**config.mk**
```make
export PLATFORM = sky130hd
export DESIGN_NAME = rx_byte_packer_256_flat
export DESIGN_NICKNAME = d
export VERILOG_FILES = /design/src/rtl/rx_byte_packer_256_if.sv /design/src/rtl/rx_byte_packer_256.sv /design/src/flat_wrapper.sv
export SDC_FILE = /design/constraint.sdc
export NUM_CORES = 1
export LEC_CHECK = 0
export ABC_AREA = 1
export BUFFER_PORTS_ARGS = -buffer_cell sky130_fd_sc_hd__clkbuf_2
export CAP_MARGIN = 20
export CORE_ASPECT_RATIO = 0.7
export CORE_UTILIZATION = 54
export DETAILED_ROUTE_END_ITERATION = 8
export HOLD_SLACK_MARGIN = 0.1
export PLACE_DENSITY_LB_ADDON = 0.3
export SYNTH_ARGS = -nofsm -noshare
export SYNTH_HDL_FRONTEND = slang
export SYNTH_SLANG_ARGS = --single-unit
```
**constraint.sdc**
```tcl
create_clock -name clk -period 2.4 [get_ports clk]
set_input_delay 0.36 -clock clk [delete_from_list [all_inputs] [get_ports clk]]
set_output_delay 0.36 -clock clk [all_outputs]
set_load 0.02 [all_outputs]
```
**src/rtl/rx_byte_packer_256_if.sv**
```systemverilog
// Signal bundle around the RX byte packer: MAC byte stream in, FIFO write port
// and per-frame status out. The master modport is the packer's own view.
interface rx_byte_packer_256_if #(
  parameter int DATA_W = 256,
  parameter int LEN_W  = 16
);
  logic [7:0]        rx_data;
  logic              rx_valid;
  logic              rx_sof;
  logic              rx_eof;
  logic              rx_err;
  logic [DATA_W-1:0] fifo_din;
  logic              fifo_write;
  logic              fifo_full;
  logic              frame_done;
  logic [LEN_W-1:0]  frame_len;
  logic              frame_bad;
  logic              overflow;

  modport master (
    input  rx_data, rx_valid, rx_sof, rx_eof, rx_err, fifo_full,
    output fifo_din, fifo_write, frame_done, frame_len, frame_bad, overflow
  );

  modport slave (
    output rx_data, rx_valid, rx_sof, rx_eof, rx_err, fifo_full,
    input  fifo_din, fifo_write, frame_done, frame_len, frame_bad, overflow
  );
endinterface

```
**src/rtl/rx_byte_packer_256.sv**
```systemverilog
// Packs the RX MAC byte stream into DATA_W-bit FIFO words, one frame per fresh word,
// with a single-word pend buffer for backpressure and a per-frame status side channel.
module rx_byte_packer_256 #(
  parameter int DATA_W    = 256,
  parameter int LEN_W     = 16,
  parameter int MAX_BYTES = 1536
) (
  input  logic                 clk,
  input  logic                 reset,
  rx_byte_packer_256_if.master bus
);
  localparam int               BYTES   = DATA_W / 8;
  localparam int               IDX_W   = $clog2(BYTES);
  localparam logic [LEN_W-1:0] LEN_MAX = {LEN_W{1'b1}};
  localparam int unsigned      MAX_U   = MAX_BYTES;

  typedef enum logic [1:0] {IDLE, RECV, DROP} state_t;

  state_t            state, state_n;
  logic [IDX_W-1:0]  idx, idx_n;
  logic [LEN_W-1:0]  len, len_n, len_inc;
  logic [DATA_W-1:0] acc, acc_n, pend, pend_n;
  logic [DATA_W-1:0] lane0_word, word, push_word;
  logic              bad, bad_n, bad_now;
  logic              pend_valid, pend_valid_n;
  logic              overflow, overflow_n;
  logic              done, done_n;
  logic [LEN_W-1:0]  flen, flen_n;
  logic              fbad, fbad_n;
  logic              blocked, push;

  // A completing word can only be stored if pend is empty or drains on this same edge.
  assign blocked    = pend_valid & bus.fifo_full;
  assign lane0_word = DATA_W'(bus.rx_data);
  assign word       = acc | (lane0_word << {idx, 3'b000});
  assign len_inc    = (len == LEN_MAX) ? len : len + LEN_W'(1);

  always_comb begin
    // NOTE: every target gets a default first so no path through the decode infers a latch.
    state_n      = state;
    idx_n        = idx;
    len_n        = len;
    acc_n        = acc;
    bad_n        = bad;
    bad_now      = bad;
    pend_n       = pend;
    pend_valid_n = blocked;
    overflow_n   = overflow;
    done_n       = 1'b0;
    flen_n       = flen;
    fbad_n       = fbad;
    push         = 1'b0;
    push_word    = word;

    if (bus.rx_valid) begin
      if (bus.rx_sof) begin
        // A sof inside a frame closes the old one as bad; a sof+eof byte here opens a
        // normal multi-byte frame, since one cycle cannot report two frame ends.
        if (state != IDLE) begin
          done_n    = 1'b1;
          flen_n    = len;
          fbad_n    = 1'b1;
          push      = (state == RECV) && (idx != '0);
          push_word = acc;
        end
        acc_n   = lane0_word;
        idx_n   = IDX_W'(1);
        len_n   = LEN_W'(1);
        bad_n   = bus.rx_err;
        state_n = RECV;
        if (bus.rx_eof && state == IDLE) begin
          push      = 1'b1;
          push_word = lane0_word;
          acc_n     = '0;
          idx_n     = '0;
          bad_n     = 1'b0;
          state_n   = IDLE;
          done_n    = 1'b1;
          flen_n    = LEN_W'(1);
          fbad_n    = bus.rx_err | blocked;
        end
      end else if (state != IDLE) begin
        len_n = len_inc;
        if (state == RECV) begin
          bad_now = bad | bus.rx_err | (32'(len_inc) > MAX_U);
          if (idx == IDX_W'(BYTES - 1) || bus.rx_eof) begin
            push  = 1'b1;
            acc_n = '0;
            idx_n = '0;
            if (blocked) begin
              bad_now = 1'b1;
              state_n = DROP;
            end
          end else begin
            acc_n = word;
            idx_n = idx + IDX_W'(1);
          end
          bad_n = bad_now;
        end
        if (bus.rx_eof) begin
          done_n  = 1'b1;
          flen_n  = len_inc;
          fbad_n  = bad_now;
          state_n = IDLE;
        end
      end
    end

    if (push) begin
      if (blocked) begin
        overflow_n = 1'b1;
      end else begin
        pend_n       = push_word;
        pend_valid_n = 1'b1;
      end
    end
  end

  // NOTE: registers take non-blocking assignments so every flop samples pre-edge values.
  always_ff @(posedge clk or negedge reset) begin
    if (!reset) begin
      state      <= IDLE;
      idx        <= '0;
      len        <= '0;
      bad        <= 1'b0;
      // NOTE: the wide accumulator and pend word are reset too, so fifo_din reads zero out of reset.
      acc        <= '0;
      pend       <= '0;
      pend_valid <= 1'b0;
      overflow   <= 1'b0;
      done       <= 1'b0;
      flen       <= '0;
      fbad       <= 1'b0;
    end else begin
      state      <= state_n;
      idx        <= idx_n;
      len        <= len_n;
      bad        <= bad_n;
      acc        <= acc_n;
      pend       <= pend_n;
      pend_valid <= pend_valid_n;
      overflow   <= overflow_n;
      done       <= done_n;
      flen       <= flen_n;
      fbad       <= fbad_n;
    end
  end

  assign bus.fifo_din   = pend;
  assign bus.fifo_write = pend_valid & ~bus.fifo_full;
  assign bus.frame_done = done;
  assign bus.frame_len  = flen;
  assign bus.frame_bad  = fbad;
  assign bus.overflow   = overflow;
endmodule

```
**src/flat_wrapper.sv**
```systemverilog
// flat-port wrapper written by rule: the top's interface ports become plain ports
module rx_byte_packer_256_flat 
#(
  parameter int DATA_W    = 256,
  parameter int LEN_W     = 16,
  parameter int MAX_BYTES = 1536
)
  (clk, reset, bus_rx_data, bus_rx_valid, bus_rx_sof, bus_rx_eof, bus_rx_err, bus_fifo_full, bus_fifo_din, bus_fifo_write, bus_frame_done, bus_frame_len, bus_frame_bad, bus_overflow);
  rx_byte_packer_256_if #(.DATA_W(DATA_W), .LEN_W(LEN_W)) bus_i ();
  input  logic clk;
  input  logic reset;
  input wire logic [$bits(bus_i.rx_data)-1:0] bus_rx_data;
  input wire logic [$bits(bus_i.rx_valid)-1:0] bus_rx_valid;
  input wire logic [$bits(bus_i.rx_sof)-1:0] bus_rx_sof;
  input wire logic [$bits(bus_i.rx_eof)-1:0] bus_rx_eof;
  input wire logic [$bits(bus_i.rx_err)-1:0] bus_rx_err;
  input wire logic [$bits(bus_i.fifo_full)-1:0] bus_fifo_full;
  output wire logic [$bits(bus_i.fifo_din)-1:0] bus_fifo_din;
  output wire logic [$bits(bus_i.fifo_write)-1:0] bus_fifo_write;
  output wire logic [$bits(bus_i.frame_done)-1:0] bus_frame_done;
  output wire logic [$bits(bus_i.frame_len)-1:0] bus_frame_len;
  output wire logic [$bits(bus_i.frame_bad)-1:0] bus_frame_bad;
  output wire logic [$bits(bus_i.overflow)-1:0] bus_overflow;
  assign bus_i.rx_data = bus_rx_data;
  assign bus_i.rx_valid = bus_rx_valid;
  assign bus_i.rx_sof = bus_rx_sof;
  assign bus_i.rx_eof = bus_rx_eof;
  assign bus_i.rx_err = bus_rx_err;
  assign bus_i.fifo_full = bus_fifo_full;
  assign bus_fifo_din = bus_i.fifo_din;
  assign bus_fifo_write = bus_i.fifo_write;
  assign bus_frame_done = bus_i.frame_done;
  assign bus_frame_len = bus_i.frame_len;
  assign bus_frame_bad = bus_i.frame_bad;
  assign bus_overflow = bus_i.overflow;
  rx_byte_packer_256 #(.DATA_W(DATA_W), .LEN_W(LEN_W), .MAX_BYTES(MAX_BYTES)) u_core (.clk(clk), .reset(reset), .bus(bus_i));
endmodule
```
==> results of run 1 <==
## layout make-up
type	instances	share of cell area, %
Tap cell	655	2.61
Inverter	484	5.85
Multi-Input combinational cell	1926	32.5
Timing Repair Buffer	415	9.08
Clock buffer	76	5.01
Antenna cell	1	0.00796
Clock inverter	19	0.645
Sequential cell	556	44.3
## stage by stage
step / hold slack (ns) / area [um2] / util (%)
after floorplan: 0.0644 / 26800 / -
after global placement: 0.299 / 29500 / 60.9
after detailed placement: 0.304 / 29500 / 60.9
after CTS: 0.138 / 31300 / 64.6
after global routing: 0.170 / 31400 / 64.9
final: 0.162 / 31400 / 64.9
## Yosys cell counts, types with 8 or more instances
master     count  area [um2]
nand3_1      146         731
nor2_1       239         897
buf_1         22        82.6
o22ai_1        8        50.1
dfrtp_1      556       13900
o21ai_0      421        2110
a2bb2oi_1    214        1870
a21oi_1      251        1260
nand2_1      443        1660
o211ai_1      34         255
buf_2         57         285
nor3_1         9        45.0
o21bai_1      26         195
clkbuf_1     143         537
inv_1        475        1780
o21ai_1       45         225
o211a_1       50         500
## final timing paths
check                      depth (start not counted)                 from                 endpoint  slack (ns)
setup / recovery                                  11        u_core.idx[0]  u_core.bus.fifo_din[50]        0.08
hold / removal                                     3       bus_rx_data[0]            u_core.acc[0]        0.16
setup reg to reg                                  11        u_core.idx[0]  u_core.bus.fifo_din[50]        0.08
hold reg to reg                                    1  u_core.bus.overflow      u_core.bus.overflow        0.49
max in group asynchronous                          3                reset          u_core.acc[197]        1.29
min in group asynchronous                          2                reset  u_core.bus.frame_len[9]        0.29
## what timing repair did
item / 4_1_cts / 5_1_grt
setup buffers: 0 / 1
cloned: 0 / 1
endpoints found under the setup margin: 105 / 227
pin swaps: 0 / 6
hold buffers: 1 / 0
hold endpoints to repair: 164 / 0
resized for setup: 4 / 22
## registers in the layout, indices dropped and copies added, names as in the netlist
| signal | flops |
|---|---|
| u_core.bad | 1 |
| u_core.len | 16 |
| u_core.bus.frame_len | 16 |
| u_core.bus.overflow | 1 |
| u_core.bus.fifo_din | 256 |
| u_core.bus.frame_done | 1 |
| u_core.acc | 256 |
| u_core.state | 2 |
| u_core.bus.frame_bad | 1 |
| u_core.pend_valid | 1 |
| u_core.idx | 5 |
## power breakdown
part / switching, mW / internal [mW] / total [mW]
clock: 3.69 / 4.98 / 8.67
sequential: 1.57 / 11.1 / 12.7
combinational: 5.69 / 3.17 / 8.87
## critical path, stage by stage, from the launching register on
cell	delay, ns
dfrtp_1	0.39
buf_4	0.13
buf_4	0.16
inv_1	0.08
buf_4	0.16
nand3_1	0.18
nor2_1	0.26
buf_4	0.20
nand2_1	0.09
o21ai_0	0.31
nand2_1	0.10
a2bb2oi_1	0.18
## kinds of logic after synthesis
logic type	after synthesis	synth area share (%)
XOR/XNOR	10	0.327
AO/OA/AOI/OAI	1060	24.5
flip-flops	556	51.9
buffers and inverters	711	10.3
AND/OR/NAND/NOR	852	12.8
adder cells (fa/ha/maj)	4	0.187
## layer usage
metal  track usage (%)  up-vias  share of wire [%]
li1                  -    11100                  -
met4              12.0        2                3.6
met3              8.90      203                 11
met1              48.4    12300                 40
met5                 0        -              0.015
met2              51.9     1460                 45
==> results.sh, run 1 <==
export IMPL_status="complete, no violations"
export IMPL_clk_pin_slew_worst_paths_ns=0.07
export IMPL_syn_nets=3212
export IMPL_start_util_pct=55.3
export IMPL_rows=67
export IMPL_path_max_fanout=11
export IMPL_multiInputGateArea_mm2=0.0102
export IMPL_grt_max_degree=169
export IMPL_layout_cells_non_filler=4132
export IMPL_hp_class="in -> reg"
export IMPL_synth_flop_cell="dfrtp_1"
export IMPL_synthesis_instances=3193
export IMPL_chipHeight_um=188
export IMPL_powerDensity_mw_per_mm2=962
export IMPL_finalSetupViolCount=0
export IMPL_synthArstFlopShare_pct=100
export IMPL_fillerInstances=3944
export IMPL_worstMarginPinSlew_ns=1.06
export IMPL_cts_sinks=556
export IMPL_clock_latency_ns=0.60
export IMPL_cts_buffers=53
export IMPL_die_area_mm2=0.0506
export IMPL_arrival_ns=2.83
export IMPL_routed_wl_um=87900
export IMPL_grt_pass1_wl_um=137000
export IMPL_fin_skew_ns=0.0163
export IMPL_via_per_inst=6.06
export IMPL_irDropWorstVdd_mv=0.690
export IMPL_final_common_cell="dfrtp_1"
export IMPL_period_share_pct=96.6
export IMPL_yosysWarnings=0
export IMPL_ant_nets=0
export IMPL_maxCapViolations=0
export IMPL_slew_headroom_pct=29.4
export IMPL_cts_max_level=2
export IMPL_seq_area_frac_synth_pct=51.9
export IMPL_grt_antenna_before_repair=2
export IMPL_grt_util_all_layers_pct=34.5
export IMPL_finalWorstSetupSlack_ns=0.0807
export IMPL_cp_end_kind="flip-flop"
export IMPL_final_min_clock_period_ns=2.32
export IMPL_hpwl_um=56700
export IMPL_cp_start_kind="flip-flop"
export IMPL_grt_pass1_vias=24100
export IMPL_drt_wirelength_per_cell_um=21.3
export IMPL_synthesis_area_mm2=0.0268
export IMPL_synth_area_per_cell_um2=8.40
export IMPL_cts_tree="yes"
export IMPL_firstDrtPassIters=7
export IMPL_cts_path_max_buffers=3
export IMPL_area_growth_syn_to_layout_pct=17.3
export IMPL_portBuffers=290
export IMPL_place_inst=4033
export IMPL_ys_seq_elements=556
export IMPL_grt_overflow_total=0
export IMPL_drc=0
export IMPL_final_seq_area_mm2=0.0139
export IMPL_gp_congestion=0.949
export IMPL_final_layout_size_suffix_gt1_share_pct=15.4
export IMPL_drv_slew=0
export IMPL_rsz0062_at_grt="yes"
export IMPL_power_leakage_nw=16.3
export IMPL_path_class="reg -> reg"
export IMPL_core_area_mm2=0.0485
export IMPL_final_hold_violation_count=0
export IMPL_cts_root_buffer="clkbuf_16"
export IMPL_cp_data_required_time_ns=2.92
export IMPL_chipWidth_um=268
export IMPL_vias=25000
export IMPL_post_place_ws_ns=-0.149
export IMPL_synth_distinct_cells=36
export IMPL_io_pins=291
export IMPL_drt_iter0_drc=3285
export IMPL_final_nets=3455
export IMPL_total_power_mw=30.2
export IMPL_final_cell_mix="dfrtp_1 (554), inv_1 (474), nand2_1 (437)"
export IMPL_fmax_mhz=431
export IMPL_fin_tns_setup_ns=0
export IMPL_synth_edf_count=0
Note: power is estimated with default switching activity, not from simulation.
==> run 2: changes to the inputs <==
Settings changed: CORE_MARGIN from default to 3.
==> run 2 against run 1 <==
Net effect: register-to-register slack got worse by 0.06 ns; power up 0.11%; sequential share of layout area grew 0.13 points; worst setup slack got worse by 0.061 ns; first-iteration DRC count fell by 5.8%; die area increased by 3.6%; routed wire length about the same; clock power is essentially flat; critical path type unchanged; critical endpoint is now u_core.bus.fifo_din[179]; largest power group unchanged.
==> results.sh, run 2 (same netlist as run 1, synthesis figures left out) <==
export IMPL_grt_util_all_layers_pct=32.7
export IMPL_cts_buffers=53
export IMPL_period_share_pct=99.2
export IMPL_rsz0062_at_grt="yes"
export IMPL_chipWidth_um=272
export IMPL_ant_nets=0
export IMPL_grt_pass1_vias=24300
export IMPL_chipHeight_um=192
export IMPL_grt_antenna_before_repair=0
export IMPL_hpwl_um=55200
export IMPL_hp_start="bus_rx_valid"
export IMPL_cts_sinks=556
export IMPL_final_common_cell="dfrtp_1"
export IMPL_irDropWorstVdd_mv=0.682
export IMPL_start_util_pct=55.3
export IMPL_r2r_end="u_core.bus.fifo_din[179]"
export IMPL_hp_class="in -> reg"
export IMPL_area_growth_syn_to_layout_pct=16.9
export IMPL_power_leakage_nw=16.2
export IMPL_rows=67
export IMPL_min_to="u_core.state[1]"
export IMPL_cp_start_kind="flip-flop"
export IMPL_grt_overflow_total=0
export IMPL_cts_max_level=2
export IMPL_n_antenna_cell=0
export IMPL_powerDensity_mw_per_mm2=966
export IMPL_status="complete, no violations"
export IMPL_fin_skew_ns=0.0141
export IMPL_gp_congestion=0.959
export IMPL_vias=24900
export IMPL_cp_slowest_cell="nor2_1"
export IMPL_slowest_delay_ns=0.53
export IMPL_slew_headroom_pct=42.3
export IMPL_via_per_inst=6.05
export IMPL_cp_end_kind="flip-flop"
export IMPL_maxCapViolations=0
export IMPL_drt_wirelength_per_cell_um=21.4
export IMPL_drc=0
export IMPL_postPlaceCellArea_mm2=0.0294
export IMPL_total_power_mw=30.3
export IMPL_routed_wl_um=87900
export IMPL_portBuffers=290
export IMPL_postCtsSetupRepairBufs=0
export IMPL_final_layout_size_suffix_gt1_share_pct=14.8
export IMPL_worstMarginPinSlew_ns=0.865
export IMPL_final_nets=3438
export IMPL_grt_max_degree=144
export IMPL_grt_pass1_wl_um=136000
export IMPL_r2r_start="u_core.idx[0]"
export IMPL_path_class="reg -> reg"
export IMPL_clock_latency_ns=0.58
export IMPL_final_min_clock_period_ns=2.38
export IMPL_firstDrtPassIters=6
export IMPL_clk_pin_slew_worst_paths_ns=0.07
export IMPL_setup_worst_path_start="u_core.idx[0]"
export IMPL_drv_slew=0
export IMPL_drt_iter0_drc=3095
export IMPL_finalSetupViolCount=0
export IMPL_final_cell_mix="dfrtp_1 (555), inv_1 (473), nand2_1 (438)"
export IMPL_fmax_mhz=420
export IMPL_cts_path_max_buffers=3
export IMPL_io_pins=291
export IMPL_core_area_mm2=0.0485
export IMPL_crit_chain="buf_4 > inv_1 > buf_4 > nand3_1 > nor2_1 > nand2_1 > o21ai_0 > nand2_1 > a2bb2oi_1"
export IMPL_cp_data_required_time_ns=2.90
export IMPL_hold_path_depth=4
export IMPL_final_hold_violation_count=0
export IMPL_cts_tree="yes"
export IMPL_die_area_mm2=0.0524
export IMPL_path_max_fanout=11
export IMPL_fin_area_mm2=0.0313
export IMPL_reg2reg_setup_slack_ns=0.02
export IMPL_cts_root_buffer="clkbuf_16"
export IMPL_ff2ff_path_depth=9
export IMPL_arrival_ns=2.88
## run 2: cell types whose count changed in the layout (fill, tap and decap cells not counted), sizes merged
cell,before,now
diode,1,0
clkinvlp,0,3
bufinv,4,6
buf,123,105
clkbuf,367,363
clkinv,18,20
inv,481,480
## run 2: worst max path at each step
| stage | to |
|---|---|
| 4_1_cts | u_core.bus.fifo_din[27] |
| 3_5_place_dp | u_core.bus.fifo_din[27] |
| 3_3_place_gp | u_core.bus.fifo_din[72] |
| 5_1_grt | u_core.acc[31] |
| 6_report | u_core.bus.fifo_din[179] |
| 2_1_floorplan | u_core.bus.fifo_din[130] |
## run 2: layout make-up
cell class | count | area [um2]
well taps | 655 | 820
multi-input cells | 1926 | 10200
clock buffers | 71 | 1470
clock inverters | 25 | 287
flip-flops and latches | 556 | 13900
inverters | 484 | 1840
fillers | 4006 | 17100
repair buffers | 398 | 2810
## run 2: where the power goes
part / total [mW] / switching (mW) / internal (mW)
combinational: 8.92 / 5.74 / 3.18
clock: 8.65 / 3.70 / 4.95
sequential: 12.7 / 1.57 / 11.1
## run 2: what timing repair did
action / in CTS / in global routing
resized for setup: 2 / 14
hold endpoints to repair: 41 / 0
hold buffers: 1 / 0
gates cloned: 0 / 3
endpoints found under the setup margin: 18 / 200
## run 2: stage by stage
stage	TNS (ns)	worst slack, ns	std cells	hold WS, ns	util, %
5_1_grt	-0.0178	-0.00986	4115	0.174	64.7
3_5_place_dp	0	0.00529	4015	0.325	60.7
3_3_place_gp	0	0.0874	4015	0.320	60.7
6_report	0	0.0202	4115	0.152	64.7
4_1_cts	0	0.0502	4112	0.133	64.4
2_1_floorplan	0	0.0475	3193	0.0644	-
## run 2: worst max-delay path: cells and delay by family, from the launching register on
family | cells | cell delay (ns)
buffers and inverters | 3 | 0.42
AND/OR/NAND/NOR | 4 | 1.01
flip-flops | 1 | 0.39
AO/OA/AOI/OAI | 2 | 0.46
## run 2: layer usage
metal | share of wire [%] | vias to the layer above | global-route usage (%)
met3 | 11 | 228 | 8.28
met2 | 45 | 1431 | 50.2
li1 | - | 11100 | -
met5 | 0.10 | - | 1.41
met4 | 3.6 | 2 | 12.0
met1 | 40 | 12200 | 45.1
